**src/rtl/avalon_key165_reader_pkg.sv**
```systemverilog
// rtl/avalon_key165_reader_pkg.sv - shared register map and scan FSM encoding for the 74HC165 reader
package avalon_key165_reader_pkg;

  localparam logic [2:0] ADDR_KEYS_LO = 3'd0;
  localparam logic [2:0] ADDR_KEYS_HI = 3'd1;
  localparam logic [2:0] ADDR_STATUS  = 3'd2;
  localparam logic [2:0] ADDR_CTRL    = 3'd3;

  localparam int STATUS_CHANGED_BIT = 0;
  localparam int STATUS_BUSY_BIT    = 1;
  localparam int CTRL_SCAN_EN_BIT   = 0;
  localparam int CTRL_IRQ_EN_BIT    = 1;

  typedef enum logic [2:0] {
    IDLE     = 3'd0,
    LOAD     = 3'd1,
    SETTLE   = 3'd2,
    SHIFT_LO = 3'd3,
    SHIFT_HI = 3'd4,
    UPDATE   = 3'd5
  } key165_state_e;

endpackage

```
**src/rtl/avalon_key165_reader_if.sv**
```systemverilog
// rtl/avalon_key165_reader_if.sv - 8-bit Avalon-MM register port of the 74HC165 reader
interface avalon_key165_reader_if;
  logic [2:0] address;
  logic [7:0] writedata;
  logic       write;
  logic       read;
  logic       chipselect;
  logic [7:0] readdata;

  modport master (
    output address, writedata, write, read, chipselect,
    input  readdata
  );

  modport slave (
    input  address, writedata, write, read, chipselect,
    output readdata
  );
endinterface

```
**src/rtl/key165_shifter.sv**
```systemverilog
// rtl/key165_shifter.sv - 74HC165 chain scan engine: load/settle/shift FSM, QH synchroniser, shift register
module key165_shifter
  import avalon_key165_reader_pkg::*;
#(
  parameter int NUM_BITS = 16,
  parameter int CLK_DIV  = 4
) (
  input  logic                clk,
  input  logic                reset_n,
  input  logic                start,
  input  logic                qh,
  output logic                pl_n,
  output logic                cp,
  output logic                busy,
  output logic                done,
  output logic [NUM_BITS-1:0] word
);

  localparam int DIV_W = (CLK_DIV > 1) ? $clog2(CLK_DIV) : 1;
  localparam int BIT_W = $clog2(NUM_BITS + 1);

  key165_state_e        state_q, state_d;
  logic [DIV_W-1:0]     div_q;
  logic [BIT_W-1:0]     bit_q;
  logic [NUM_BITS-1:0]  sr_q;
  logic [1:0]           qh_sync_q;
  logic                 phase_end;
  logic                 last_bit;

  assign phase_end = (div_q == DIV_W'(CLK_DIV - 1));
  assign last_bit  = (bit_q == BIT_W'(NUM_BITS - 1));
  assign busy      = (state_q != IDLE);
  assign word      = sr_q;

  always_comb begin
    state_d = state_q;
    done    = 1'b0;
    case (state_q)
      IDLE:     if (start) state_d = LOAD;
      LOAD:     if (phase_end) state_d = SETTLE;
      SETTLE:   if (phase_end) state_d = SHIFT_LO;
      SHIFT_LO: if (phase_end) state_d = SHIFT_HI;
      SHIFT_HI: if (phase_end) state_d = last_bit ? UPDATE : SHIFT_LO;
      UPDATE: begin
        done    = 1'b1;
        state_d = IDLE;
      end
      default:  state_d = IDLE;
    endcase
  end

  // Board pins are registered from the next state so they line up with state_q without glitches.
  always_ff @(posedge clk) begin
    if (!reset_n) begin
      state_q   <= IDLE;
      div_q     <= '0;
      bit_q     <= '0;
      sr_q      <= '0;
      qh_sync_q <= '0;
      pl_n      <= 1'b1;
      cp        <= 1'b0;
    end else begin
      state_q   <= state_d;
      qh_sync_q <= {qh_sync_q[0], qh};
      pl_n      <= (state_d != LOAD);
      cp        <= (state_d == SHIFT_HI);

      if (state_d != state_q)
        div_q <= '0;
      else if (state_q != IDLE)
        div_q <= div_q + 1'b1;

      if (state_q == LOAD)
        bit_q <= '0;
      else if (state_q == SHIFT_HI && phase_end)
        bit_q <= bit_q + 1'b1;

      // First bit out of the chain ends up in the MSB after NUM_BITS shifts.
      if (state_q == SHIFT_LO && phase_end)
        sr_q <= {sr_q[NUM_BITS-2:0], qh_sync_q[1]};
    end
  end

endmodule

```
**src/rtl/avalon_key165_reader.sv**
```systemverilog
// rtl/avalon_key165_reader.sv - Avalon-MM 74HC165 key scanner; KEY165_IRQ_EN enables the change interrupt
module avalon_key165_reader
  import avalon_key165_reader_pkg::*;
#(
  parameter int NUM_BITS    = 16,
  parameter int CLK_DIV     = 4,
  parameter int SCAN_PERIOD = 50000
) (
  input  logic                         clk,
  input  logic                         reset_n,
  avalon_key165_reader_if.slave        bus,
  output logic                         irq,
  output logic                         PL_N,
  output logic                         CP,
  input  logic                         QH
);

  localparam int CNT_W = $clog2(SCAN_PERIOD + 1);

  logic [CNT_W-1:0]    period_cnt_q;
  logic [NUM_BITS-1:0] keys_q;
  logic [NUM_BITS-1:0] word;
  logic                changed_q;
  logic                scan_en_q;
  logic                irq_en;
  logic                busy;
  logic                done;
  logic                start;
  logic                bus_rd;
  logic                ctrl_wr;
  logic                status_rd;
  logic [15:0]         keys_ext;
  logic                unused_wdata;

  assign bus_rd       = bus.chipselect && bus.read;
  assign ctrl_wr      = bus.chipselect && bus.write && (bus.address == ADDR_CTRL);
  assign status_rd    = bus_rd && (bus.address == ADDR_STATUS);
  assign start        = scan_en_q && !busy && (period_cnt_q == CNT_W'(SCAN_PERIOD - 1));
  assign unused_wdata = &{1'b0, bus.writedata[7:1]};

  key165_shifter #(
    .NUM_BITS (NUM_BITS),
    .CLK_DIV  (CLK_DIV)
  ) u_shifter (
    .clk     (clk),
    .reset_n (reset_n),
    .start   (start),
    .qh      (QH),
    .pl_n    (PL_N),
    .cp      (CP),
    .busy    (busy),
    .done    (done),
    .word    (word)
  );

  always_ff @(posedge clk) begin
    if (!reset_n) begin
      period_cnt_q <= '0;
      keys_q       <= '0;
      changed_q    <= 1'b0;
      scan_en_q    <= 1'b1;
    end else begin
      if (!scan_en_q || busy || start)
        period_cnt_q <= '0;
      else
        period_cnt_q <= period_cnt_q + 1'b1;

      if (done)
        keys_q <= word;

      // A differing scan beats a clearing status read in the same cycle.
      if (done && (word != keys_q))
        changed_q <= 1'b1;
      else if (status_rd)
        changed_q <= 1'b0;

      if (ctrl_wr)
        scan_en_q <= bus.writedata[CTRL_SCAN_EN_BIT];
    end
  end

`ifdef KEY165_IRQ_EN
  logic irq_en_q;
  logic irq_q;

  always_ff @(posedge clk) begin
    if (!reset_n) begin
      irq_en_q <= 1'b0;
      irq_q    <= 1'b0;
    end else begin
      if (ctrl_wr)
        irq_en_q <= bus.writedata[CTRL_IRQ_EN_BIT];
      irq_q <= changed_q && irq_en_q;
    end
  end

  assign irq_en = irq_en_q;
  assign irq    = irq_q;
`else
  assign irq_en = 1'b0;
  assign irq    = 1'b0;
`endif

  always_comb begin
    keys_ext = '0;
    for (int i = 0; i < NUM_BITS && i < 16; i++)
      keys_ext[i] = keys_q[i];
  end

  always_comb begin
    bus.readdata = '0;
    if (bus_rd) begin
      case (bus.address)
        ADDR_KEYS_LO: bus.readdata = keys_ext[7:0];
        ADDR_KEYS_HI: bus.readdata = keys_ext[15:8];
        ADDR_STATUS: begin
          bus.readdata[STATUS_CHANGED_BIT] = changed_q;
          bus.readdata[STATUS_BUSY_BIT]    = busy;
        end
        ADDR_CTRL: begin
          bus.readdata[CTRL_SCAN_EN_BIT] = scan_en_q;
          bus.readdata[CTRL_IRQ_EN_BIT]  = irq_en;
        end
        default: bus.readdata = '0;
      endcase
    end
  end

endmodule

```
**src/flat_wrapper.sv**
```systemverilog
// flat-port wrapper written by rule: the top's interface ports become plain ports
module avalon_key165_reader_flat import avalon_key165_reader_pkg::*;
#(
  parameter int NUM_BITS    = 16,
  parameter int CLK_DIV     = 4,
  parameter int SCAN_PERIOD = 50000
)
  (clk, reset_n, irq, PL_N, CP, QH, bus_address, bus_writedata, bus_write, bus_read, bus_chipselect, bus_readdata);
  avalon_key165_reader_if bus_i ();
  input  logic clk;
  input  logic reset_n;
  output logic irq;
  output logic PL_N;
  output logic CP;
  input  logic QH;
  input wire logic [$bits(bus_i.address)-1:0] bus_address;
  input wire logic [$bits(bus_i.writedata)-1:0] bus_writedata;
  input wire logic [$bits(bus_i.write)-1:0] bus_write;
  input wire logic [$bits(bus_i.read)-1:0] bus_read;
  input wire logic [$bits(bus_i.chipselect)-1:0] bus_chipselect;
  output wire logic [$bits(bus_i.readdata)-1:0] bus_readdata;
  assign bus_i.address = bus_address;
  assign bus_i.writedata = bus_writedata;
  assign bus_i.write = bus_write;
  assign bus_i.read = bus_read;
  assign bus_i.chipselect = bus_chipselect;
  assign bus_readdata = bus_i.readdata;
  avalon_key165_reader #(.NUM_BITS(NUM_BITS), .CLK_DIV(CLK_DIV), .SCAN_PERIOD(SCAN_PERIOD)) u_core (.clk(clk), .reset_n(reset_n), .bus(bus_i), .irq(irq), .PL_N(PL_N), .CP(CP), .QH(QH));
endmodule
```
**config.mk**
```make
export PLATFORM = sky130hd
export DESIGN_NAME = avalon_key165_reader_flat
export DESIGN_NICKNAME = d
export VERILOG_FILES = /design/src/rtl/avalon_key165_reader_pkg.sv /design/src/rtl/avalon_key165_reader_if.sv /design/src/rtl/key165_shifter.sv /design/src/rtl/avalon_key165_reader.sv /design/src/flat_wrapper.sv
export SDC_FILE = /design/constraint.sdc
export NUM_CORES = 1
export LEC_CHECK = 0
export CAP_MARGIN = 20
export CORE_UTILIZATION = 57
export DETAILED_ROUTE_END_ITERATION = 16
export DONT_BUFFER_PORTS = 1
export PLACE_DENSITY = 0.74
export SYNTH_ARGS = -nofsm -noshare
export SYNTH_HDL_FRONTEND = slang
export SYNTH_HIERARCHICAL = 1
export SYNTH_SLANG_ARGS = --single-unit
```
**constraint.sdc**
```tcl
create_clock -name clk -period 1.85 [get_ports clk]
set_input_delay 0.2775 -clock clk [delete_from_list [all_inputs] [get_ports clk]]
set_output_delay 0.2775 -clock clk [all_outputs]
set_load 0.05 [all_outputs]
```
Word level (Yosys, flattened, before mapping)
Index checks and enable logic that the tools add are counted.
{"block": "classes", "addsub": 3, "eq_ne": 15, "muxes": 13, "bitwise": 1, "n_reduce_logical": 20}
{"op": "$mux 3", "n": 6}
{"op": "$add 16x1->16 const B", "n": 1}
{"op": "$eq 16x16->1 const B", "n": 1}
{"op": "$ne 16x16->1", "n": 1}
{"op": "$pmux 3 s5", "n": 1}
{"op": "$eq 3x2->1 const B", "n": 4}
{"op": "$pmux 6 s2", "n": 1}
{"op": "$eq 3x3->1 const B", "n": 3}
{"op": "$logic_and 1x1->1", "n": 9}
{"op": "$mux 8", "n": 1}
{"op": "$pmux 2 s4", "n": 1}
{"op": "$eq 3x1->1 const B", "n": 2}
{"op": "$logic_not 3->1", "n": 2}
{"op": "$reduce_or 2->1", "n": 3}
{"op": "$add 5x1->5 const B", "n": 1}
{"op": "$eq 5x4->1 const B", "n": 1}
{"op": "$mux 1", "n": 3}
{"op": "$ne 3x1->1 const B", "n": 1}
{"op": "$ne 3x3->1", "n": 1}
{"op": "$reduce_bool 3->1", "n": 1}
{"op": "$add 2x1->2 const B", "n": 1}
{"op": "$eq 2x2->1 const B", "n": 1}
{"op": "$logic_not 1->1", "n": 2}
{"op": "$logic_or 1x1->1", "n": 2}
{"op": "2 further kinds", "n": 2}
{"block": "totals", "register_bits": 64, "input_bits": 17, "output_inout_bits": 11, "word_cells": 63}

Longest topological paths before layout
{"block": "depth", "depth_word": 8, "depth_mapped": 8, "depth_no_buf": 7}

Hierarchy
Netlist, hierarchy kept.
{"module": "avalon_key165_reader", "n_inst": 1, "cells_per_inst": 185, "area_each_um2": 1762.9, "seq_area_each_um2": 680.7}
{"module": "key165_shifter", "n_inst": 1, "cells_per_inst": 147, "area_each_um2": 1281.2, "seq_area_each_um2": 600.6}

Least setup slack after synthesis
OpenSTA, ideal clock, no wires.
{"block": "synth_timing", "path_kind": "flip-flop to flip-flop", "from": "register u_core.period_cnt_q[0]", "to": "register u_core.u_shifter.pl_n", "setup_ns": 0.136, "arrival_time_ns": 1.874, "t_required_ns": 1.714, "path_slack_ns": -0.160, "path_stages_with_launch": 9, "n_path_buf": 1, "period_less_slack_ns": 2.010, "cell_sequence": "dfxtp_1 -> ha_1 -> and3_1 -> clkbuf_1 -> nand4_1 -> nor3b_1 -> o21bai_2 -> a221oi_2 -> o221ai_1"}
{"block": "synth_via", "elab_chain_len": 5}
{"item": "from (decl)", "line": "avalon_key165_reader.sv:20", "source": "logic [CNT_W-1:0] period_cnt_q;"}
{"item": "from (signal assigned)", "line": "avalon_key165_reader.sv:66", "source": "period_cnt_q <= period_cnt_q + 1'b1;"}
{"item": "$eq 16x16->1", "line": "avalon_key165_reader.sv:38", "source": "assign start = scan_en_q && !busy && (period_cnt_q == CNT_W'(SCAN_PERIOD - 1));"}
{"item": "$logic_and 1x1->1", "line": "avalon_key165_reader.sv:38"}
{"item": "via u_core.start", "line": "avalon_key165_reader.sv:28", "source": "logic start;"}
{"item": "$mux 3", "line": "key165_shifter.sv:39", "source": "IDLE: if (start) state_d = LOAD;"}
{"item": "$pmux 3 s5", "line": "key165_shifter.sv:38", "source": "case (state_q)"}
{"item": "$ne 3x1->1", "line": "key165_shifter.sv:65", "source": "pl_n <= (state_d != LOAD);"}
{"item": "to (signal assigned)", "line": "key165_shifter.sv:65"}
{"item": "to (decl)", "line": "key165_shifter.sv:12", "source": "output logic pl_n,"}
The timed path passes the listed nets, and every way through them passes these cells.
A chain may end at the register's enable or synchronous reset.

Worst setup path in the final report
{"block": "layout_timing", "from": "register u_core.period_cnt_q[1]", "to": "register u_core.u_shifter.pl_n"}
Same word-level chain as after synthesis.

==> results.toml <==
[floorplanning]
die_w_um = 75.1
die_area_um2 = 5640
coreArea_um2 = 5140
io_pins = 28
initial_utilization = 0.592
rows = 26
die_height_um = 75.1

[drt]
finalWirelength_um = 6130
dr.pass1.iters = 6
first_iter_violations = 116
vias = 2378
wl_per_cell_um = 14.2
ant_nets = 0
viasPerCell = 5.52
drc = 0

[synthesis]
muxShareOfSynthArea = 0.0900
ys_ff_latch = 64
synthTopCellsByCount = "dfxtp_1 (64), nand2_1 (44), mux2i_1 (24), nor2_1 (23), a21oi_1 (22)"
synthSimpleGateAreaFrac = 0.245
synth_area_um2 = 3040
synth_ff_type = "dfxtp_1"
async_reset_ff_frac = 0
netlist.area_leader.share = 0.421
syn_inst = 332
synth-xor-area-share = 0.0863
synth_compound_area_frac = 0.0908
ys_warn_count = 6
synth_top_family_by_area = "simple AND/OR/NAND/NOR gates"
synth_edf_count = 0
synth_fp_nets = 353
synth-adder-area-share = 0.0164
yosys.area.top_type = "dfxtp_1"
avgSynthCellArea_um2 = 9.17
synthTopCellsByArea = "dfxtp_1 (42%), mux2i_1 (7.9%), xnor2_1 (5.5%)"
ys_types = 55
yosysSeqAreaShare = 0.421
synth_most_common_cell = "dfxtp_1"

[placed_design]
numPortBuffers = 0
dp_cells = 412
routabilityCongestion = 0.748
hpwlAfterDp_um = 4110

[layout]
syn_to_final_growth_pct = 16.9
final_util = 0.692
n_fill_cell = 422
ff_latch_area_um2 = 1290
finalNonFillerCells = 431
multi_input_area_um2 = 1680
drive_above_1_share = 0.208
antennaDiodeCount = 0
finalNetCount = 378

[sta]
worst_pin_slew_ps = 711
finalMaxSlewViolations = 0
clock_skew_ps = 7.20
rsz0062_at_grt = "true"
finalSetupViolCount = 1
max_freq_mhz = 534
min_period_ps = 1870
hold_viol_final = 0
slew_headroom = 0.525
layout_worst_path_cycle_share = 1.01
setup_ws_ps = -24.3

[clocking]
tritoncts = "done"
cts_root_buffer = "clkbuf_8"
clkSinkCount = 64
clkTransAtPathRegs_ps = 60
htreeDepth = 3
cts_buffers = 9
insertion_delay_ps = 330
clockBufferDepth = 2

[global_route]
grt_pass1_vias = 2252
grt_max_degree = 28
grt_usage = 0.244
grt_pass1_wl_um = 10100
antenna_found_initial = 0
overflow = 0

[setup_path]
startpoint_type = "flop"
worstSetupPathType = "reg -> reg"
end_kind = "flop"
ff2ff_path_depth = 7
crit_path_max_fanout = 3
critical_path_required_ps = 2050
worstPathArrival_ps = 2080

[power]
power_density_nw_per_um2 = 734
peakVddDrop_uv = 561
cellLeakagePower_uw = 0.00127

[hold_path]
min_path_type = "in -> reg"
min_path_cells = 1

[status]
status = "finished with violations"
violations = "negative setup slack"

[job]
max_cap_violations = 0
==> flip-flops by register name (all words and copies together), names as in the netlist <==
name	flops
u_core/changed_q	1
u_core/u_shifter/pl_n	1
u_core/u_shifter/state_q	3
u_core/u_shifter/bit_q	5
u_core/period_cnt_q	16
u_core/u_shifter/qh_sync_q	2
u_core/u_shifter/div_q	2
u_core/scan_en_q	1
u_core/u_shifter/cp	1
u_core/keys_ext	16
u_core/u_shifter/word	16
==> area by class of cell <==
| cell class | count | share of cell area |
|---|---|---|
| tap | 70 | 0.0246 |
| clock inverter | 4 | 0.0127 |
| multi-input combinational | 240 | 0.472 |
| clock buffer | 11 | 0.0397 |
| sequential | 64 | 0.361 |
| inverter | 7 | 0.00738 |
| timing repair buffer | 35 | 0.0826 |
==> final timing paths <==
path,from,end,slack [ps]
max,u_core/period_cnt_q[1]$_SDFF_PP0_,u_core/u_shifter/pl_n$_SDFF_PN1_,-20
min,reset_n,u_core/u_shifter/pl_n$_SDFF_PN1_,40
max reg2reg,u_core/period_cnt_q[1]$_SDFF_PP0_,u_core/u_shifter/pl_n$_SDFF_PN1_,-20
min reg2reg,u_core/u_shifter/qh_sync_q[0]$_SDFF_PN0_,u_core/u_shifter/qh_sync_q[1]$_SDFF_PN0_,430
==> repair_timing <==
item                                   in CTS  in global routing
pin swaps                                   2                  8
endpoints found under the hold margin       1                  0
hold buffers                                1                  0
setup endpoints to repair                   4                  6
gates resized for setup                     2                 12
buffers inserted                            0                  3
==> metrics by stage <==
step,TNS (ps),setup slack (ps),hold WS [ps],cell area [µm²],power [µW]
2_1_floorplan,-18.2,-18.2,356,3050,1480
5_1_grt,-305,-156,11.6,3560,2710
6_report,-24.3,-24.3,36.2,3560,2610
3_3_place_gp,-39.5,-39.5,344,3280,1480
4_1_cts,-13.6,-13.6,15.6,3490,2630
3_5_place_dp,-71.3,-71.3,351,3280,1480
==> per-layer routing <==
metal | GRT usage | wire [µm]
met1 | 0.285 | 2780
met2 | 0.417 | 3020
met3 | 0.0723 | 255
met4 | 0.103 | 75
met5 | 0 | 0
==> logic make-up after synthesis <==
logic type,count (synthesis)
AND/OR/NAND/NOR,137
buffers and inverters,28
flip-flops,64
multiplexers,26
adder cells (fa/ha/maj),4
XOR/XNOR,30
AO/OA/AOI/OAI,42
other,1
==> cells in the final DEF (no fill, tap or decap), drive strengths merged, types with 2 or more instances in the layout <==
master,count
clkbuf,11
a211oi,2
dfxtp,64
nor4,2
or3,4
clkinv,3
nor3b,2
nor2b,17
o31ai,2
xnor2,19
inv,7
nand4,9
nand2,45
and4,3
nand4b,2
nor3,3
and3,4
and4b,2
xor2,11
o21ai,5
nand3,8
nor2,23
and4bb,2
and2,2
ha,4
a21oi,24
buf,34
mux2i,24
nand3b,2
==> report_power, final <==
| group | internal, µW | leakage [µW] | switching, µW |
|---|---|---|---|
| logic | 35.8 | 0.000650 | 36.8 |
| registers | 1390 | 0.000518 | 6.27 |
| clock network | 645 | 0.0000989 | 501 |
| total | 2070 | 0.00127 | 544 |
==> critical path: stages, from the launching register on <==
cell	delay (ps)
dfxtp_2	350
ha_4	130
and3_4	190
nand4_1	130
nor3b_2	310
o21bai_2	130
a221oi_4	340
o221ai_1	160
No activity file was read; power rests on OpenSTA's default activity.
==> edit 1, RTL diff (same flow settings) <==
Encoding of `key165_state_e`: now one-hot (6 bits for 6 states).
--- a/src/rtl/avalon_key165_reader_pkg.sv
+++ b/src/rtl/avalon_key165_reader_pkg.sv
@@ -12,11 +12,11 @@
   localparam int CTRL_IRQ_EN_BIT    = 1;
 
-  typedef enum logic [2:0] {
-    IDLE     = 3'd0,
-    LOAD     = 3'd1,
-    SETTLE   = 3'd2,
-    SHIFT_LO = 3'd3,
-    SHIFT_HI = 3'd4,
-    UPDATE   = 3'd5
+  typedef enum logic [5:0] {
+    IDLE     = 6'b000001,
+    LOAD     = 6'b000010,
+    SETTLE   = 6'b000100,
+    SHIFT_LO = 6'b001000,
+    SHIFT_HI = 6'b010000,
+    UPDATE   = 6'b100000
   } key165_state_e;
 
Function: no difference found for any inputs over 10 cycles, from zero or initial values and one cycle with reset_n low; not proved beyond that.
==> edit 1 against the original RTL <==
  * Combinational power fell by 24%
  * Synthesized area rose by 8.8%
  * Non-clock buffer count fell by 16
  * Total power rose by 7.4%
  * Sequential cell count rose by 3
  * Final area rose by 2.6%
  * Sequential power rose by 5%
  * Wire length fell by 2.7%
  * Setup slack improved by 71 ps
  * Count of clock-buffer cells in the layout did not move
  * Highest routed layer unchanged
==> edit 1: results (changes against the original RTL) <==
sequential share of the synthesized area: 0.405 (was 0.421)
Final Skew: 9.64 ps (was 7.20 ps)
reg2reg start: u_core/u_shifter/state_q[3] (was u_core/period_cnt_q[1])
synth cell count leaders: 67 x dfxtp_1, 47 x nand2_1, 28 x nor2_1 (was 64 x dfxtp_1, 44 x nand2_1, 24 x mux2i_1)
Switching Share: 0.203 (was 0.208)
critical path arrival: 1530 ps (was 2080 ps)
Net Count, Synth: 376 (was 353)
DR vias: 2413 (was 2378)
grt met2 use: 0.339 (was 0.417)
outcome: finished clean (was finished with violations)
global routing usage on met3: 0.0523 (was 0.0723)
worst vdd ir: 0.412 mV (was 0.561 mV)
Iteration-0 DRC Markers: 136 (was 116)
First-pass DRT Iterations: 4 (was 6)
Compound-Gate Fraction of Synth Area: 0.0884 (was 0.0908)
Clock Power: 1.29 mW (was 1.15 mW)
GRT met1 Usage: 0.271 (was 0.285)
first-pass GRT wire length: 10000 um (was 10100 um)
Met1 Wirelength: 2980 um (was 2780 um)
fraction of layout cells with a size suffix above 1: 0.165 (was 0.208)
clk_lat worst skew: 350 ps (was 330 ps)
number of global-route vias before repair: 2212 (was 2252)
post-route cell area: 0.00365 mm^2 (was 0.00356 mm^2)
Area contributors post-synth: dfxtp_1 40%, mux2i_1 7.6%, nand2_1 5.3% (was dfxtp_1 42%, mux2i_1 7.9%, xnor2_1 5.5%)
met2 routed WL: 2670 um (was 3020 um)
Hold WS: 8.85 ps (was 36.2 ps)
Synth cell types: 53 (was 55)
==> edit 1: layout make-up <==
class                           instances  area share
Multi-Input combinational cell        261       0.501
Tap cell                               72      0.0247
Inverter                                6     0.00617
Timing Repair Buffer                   19      0.0432
Clock buffer                           11      0.0360
Sequential cell                        67       0.368
Clock inverter                          5      0.0213
==> edit 1: how the worst max path moves through the flow <==
stage                             to  slack, ps
3_3_place_gp   u_core/u_shifter/pl_n        110
6_report             bus_readdata[0]         50
2_1_floorplan    u_core/keys_ext[10]        180
5_1_grt              bus_readdata[0]         20
4_1_cts              bus_readdata[0]          4
3_5_place_dp   u_core/u_shifter/pl_n        130
==> edit 1: critical path, cell delays in order (launching register included) <==
cell and delay (ps):
dfxtp_1 370, mux4_2 480, and3_2 330
==> edit 1: what timing repair did <==
| action | CTS | global route |
|---|---|---|
| setup endpoints to repair | 1 | 4 |
| hold endpoints to repair | 2 | 0 |
| resized for setup | 1 | 7 |
| hold buffers | 1 | 0 |
==> edit 2, RTL diff (config.mk and constraints unchanged) <==
Made on the original files. `SCAN_PERIOD` is set to 50000 in 2 places; all go to 100000.
--- a/src/rtl/avalon_key165_reader.sv
+++ b/src/rtl/avalon_key165_reader.sv
@@ -5,5 +5,5 @@
   parameter int NUM_BITS    = 16,
   parameter int CLK_DIV     = 4,
-  parameter int SCAN_PERIOD = 50000
+  parameter int SCAN_PERIOD = 100000
 ) (
   input  logic                         clk,
--- a/src/flat_wrapper.sv
+++ b/src/flat_wrapper.sv
@@ -4,5 +4,5 @@
   parameter int NUM_BITS    = 16,
   parameter int CLK_DIV     = 4,
-  parameter int SCAN_PERIOD = 50000
+  parameter int SCAN_PERIOD = 100000
 )
   (clk, reset_n, irq, PL_N, CP, QH, bus_address, bus_writedata, bus_write, bus_read, bus_chipselect, bus_readdata);
Formal check against the unedited RTL: same outputs for any inputs over 10 cycles, from zero or initial values and one cycle with reset_n low; that may be too few to reach the edited logic, so the function may still have changed.
==> edit 2 against the original RTL <==
  * The flow still finishes with violations (negative setup slack)
  * Sequential cell count is 1 higher
  * Fmax decreased by 0.81%
  * Die area rose by 1.6%
  * Global-route usage down 0.58 points
  * Total power rose by 2.3%
  * First-iteration DRC count increased by 12%
  * Synthesized area is 1.6% higher
  * Setup slack got worse by 15 ps
  * Count of clock-buffer cells in the layout shrank 2
  * Wire length grew 5.1%
  * Clock power increased by 3%
  * Final area grew 2.1%
  * Critical path type unchanged
  * Critical endpoint is now u_core/u_shifter/cp
  * Largest cell class unchanged
==> edit 2: results (changes against the original RTL) <==
#FFs+latches synth: 65 (was 64)
GRT met1 Usage: 0.291 (was 0.285)
min setup slack post-route: -39.6 ps (was -24.3 ps)
DP HPWL: 4250 um (was 4110 um)
Internal Pwr Total: 2.06 mW (was 2.07 mW)
fillers: 406 (was 422)
Net Count, Synth: 359 (was 353)
number of global-route vias before repair: 2184 (was 2252)
sequential share of the synthesized area: 0.421 (about the same)
largest net degree at the start of global routing: 27 (was 28)
Final Skew: 6.59 ps (was 7.20 ps)
fraction of area in multi-input gates: 0.475 (was 0.472)
Post-Route WL: 6440 um (was 6130 um)
final setup vio count: 1 (unchanged)
vias per cell: 5.47 (was 5.52)
multiplexer share of the synthesized area: 0.0886 (was 0.0900)
Non-clk bufs: 36 (was 35)
Setup WS pre-CTS: -126 ps (was -71.3 ps)
global routing usage on met3: 0.0714 (was 0.0723)
clock share of power: 0.445 (was 0.439)
Compound-Gate Fraction of Synth Area: 0.0873 (was 0.0908)
length of routed met3 wiring: 200 um (was 255 um)
grt met2 use: 0.405 (was 0.417)
Overall Global Routing Usage: 0.238 (was 0.244)
final setup TNS: -39.6 ps (was -24.3 ps)
failing checks: negative setup slack (unchanged)
NumNets Final: 387 (was 378)
Comb group: 70.8 uW (was 72.6 uW)
Area contributors post-synth: dfxtp_1 42%, mux2i_1 7.8%, xnor2_1 6.5% (was dfxtp_1 42%, mux2i_1 7.9%, xnor2_1 5.5%)
First-pass DRT Iterations: 4 (was 6)
cts hold-fix bufs: 2 (was 1)
synth cell count leaders: 65 x dfxtp_1, 45 x nand2_1, 26 x nor2_1 (was 64 x dfxtp_1, 44 x nand2_1, 24 x mux2i_1)
clk_buf instances: 9 (was 11)
outcome: finished with violations (unchanged)
worst vdd ir: 0.565 mV (was 0.561 mV)
Static Leakage: 1.26 nW (was 1.27 nW)
clock-cell share of area: 0.0534 (was 0.0524)
==> edit 2: worst paths after layout <==
kind,start,end,slack (ps),cells past startpoint
max,u_core/period_cnt_q[1],u_core/u_shifter/cp,-40,8
min reg2reg,u_core/u_shifter/qh_sync_q[0],u_core/u_shifter/qh_sync_q[1],450,1
min,reset_n,u_core/u_shifter/state_q[0],50,1
max reg2reg,u_core/period_cnt_q[1],u_core/u_shifter/cp,-40,8
==> edit 2: per-stage QoR <==
step	instance area (um^2)	cells	hold WS (ps)
after floorplan	3130	338	356
after global placement	3370	422	346
after detailed placement	3370	422	350
after CTS	3610	440	36.0
after global routing	3630	441	31.7
final	3630	441	51.3
==> edit 2: kinds of logic (layout without fill, tap and decap cells) <==
group / count (synthesis) / count (layout)
xor gates and xnor gates: 31 / 31
and+or+nand+nor: 143 / 143
other: 1 / 1
AOI/OAI and AO/OA: 42 / 42
DFF: 65 / 65
muxes: 26 / 26
buffers and inverters: 26 / 59
adders and majority gates: 4 / 4
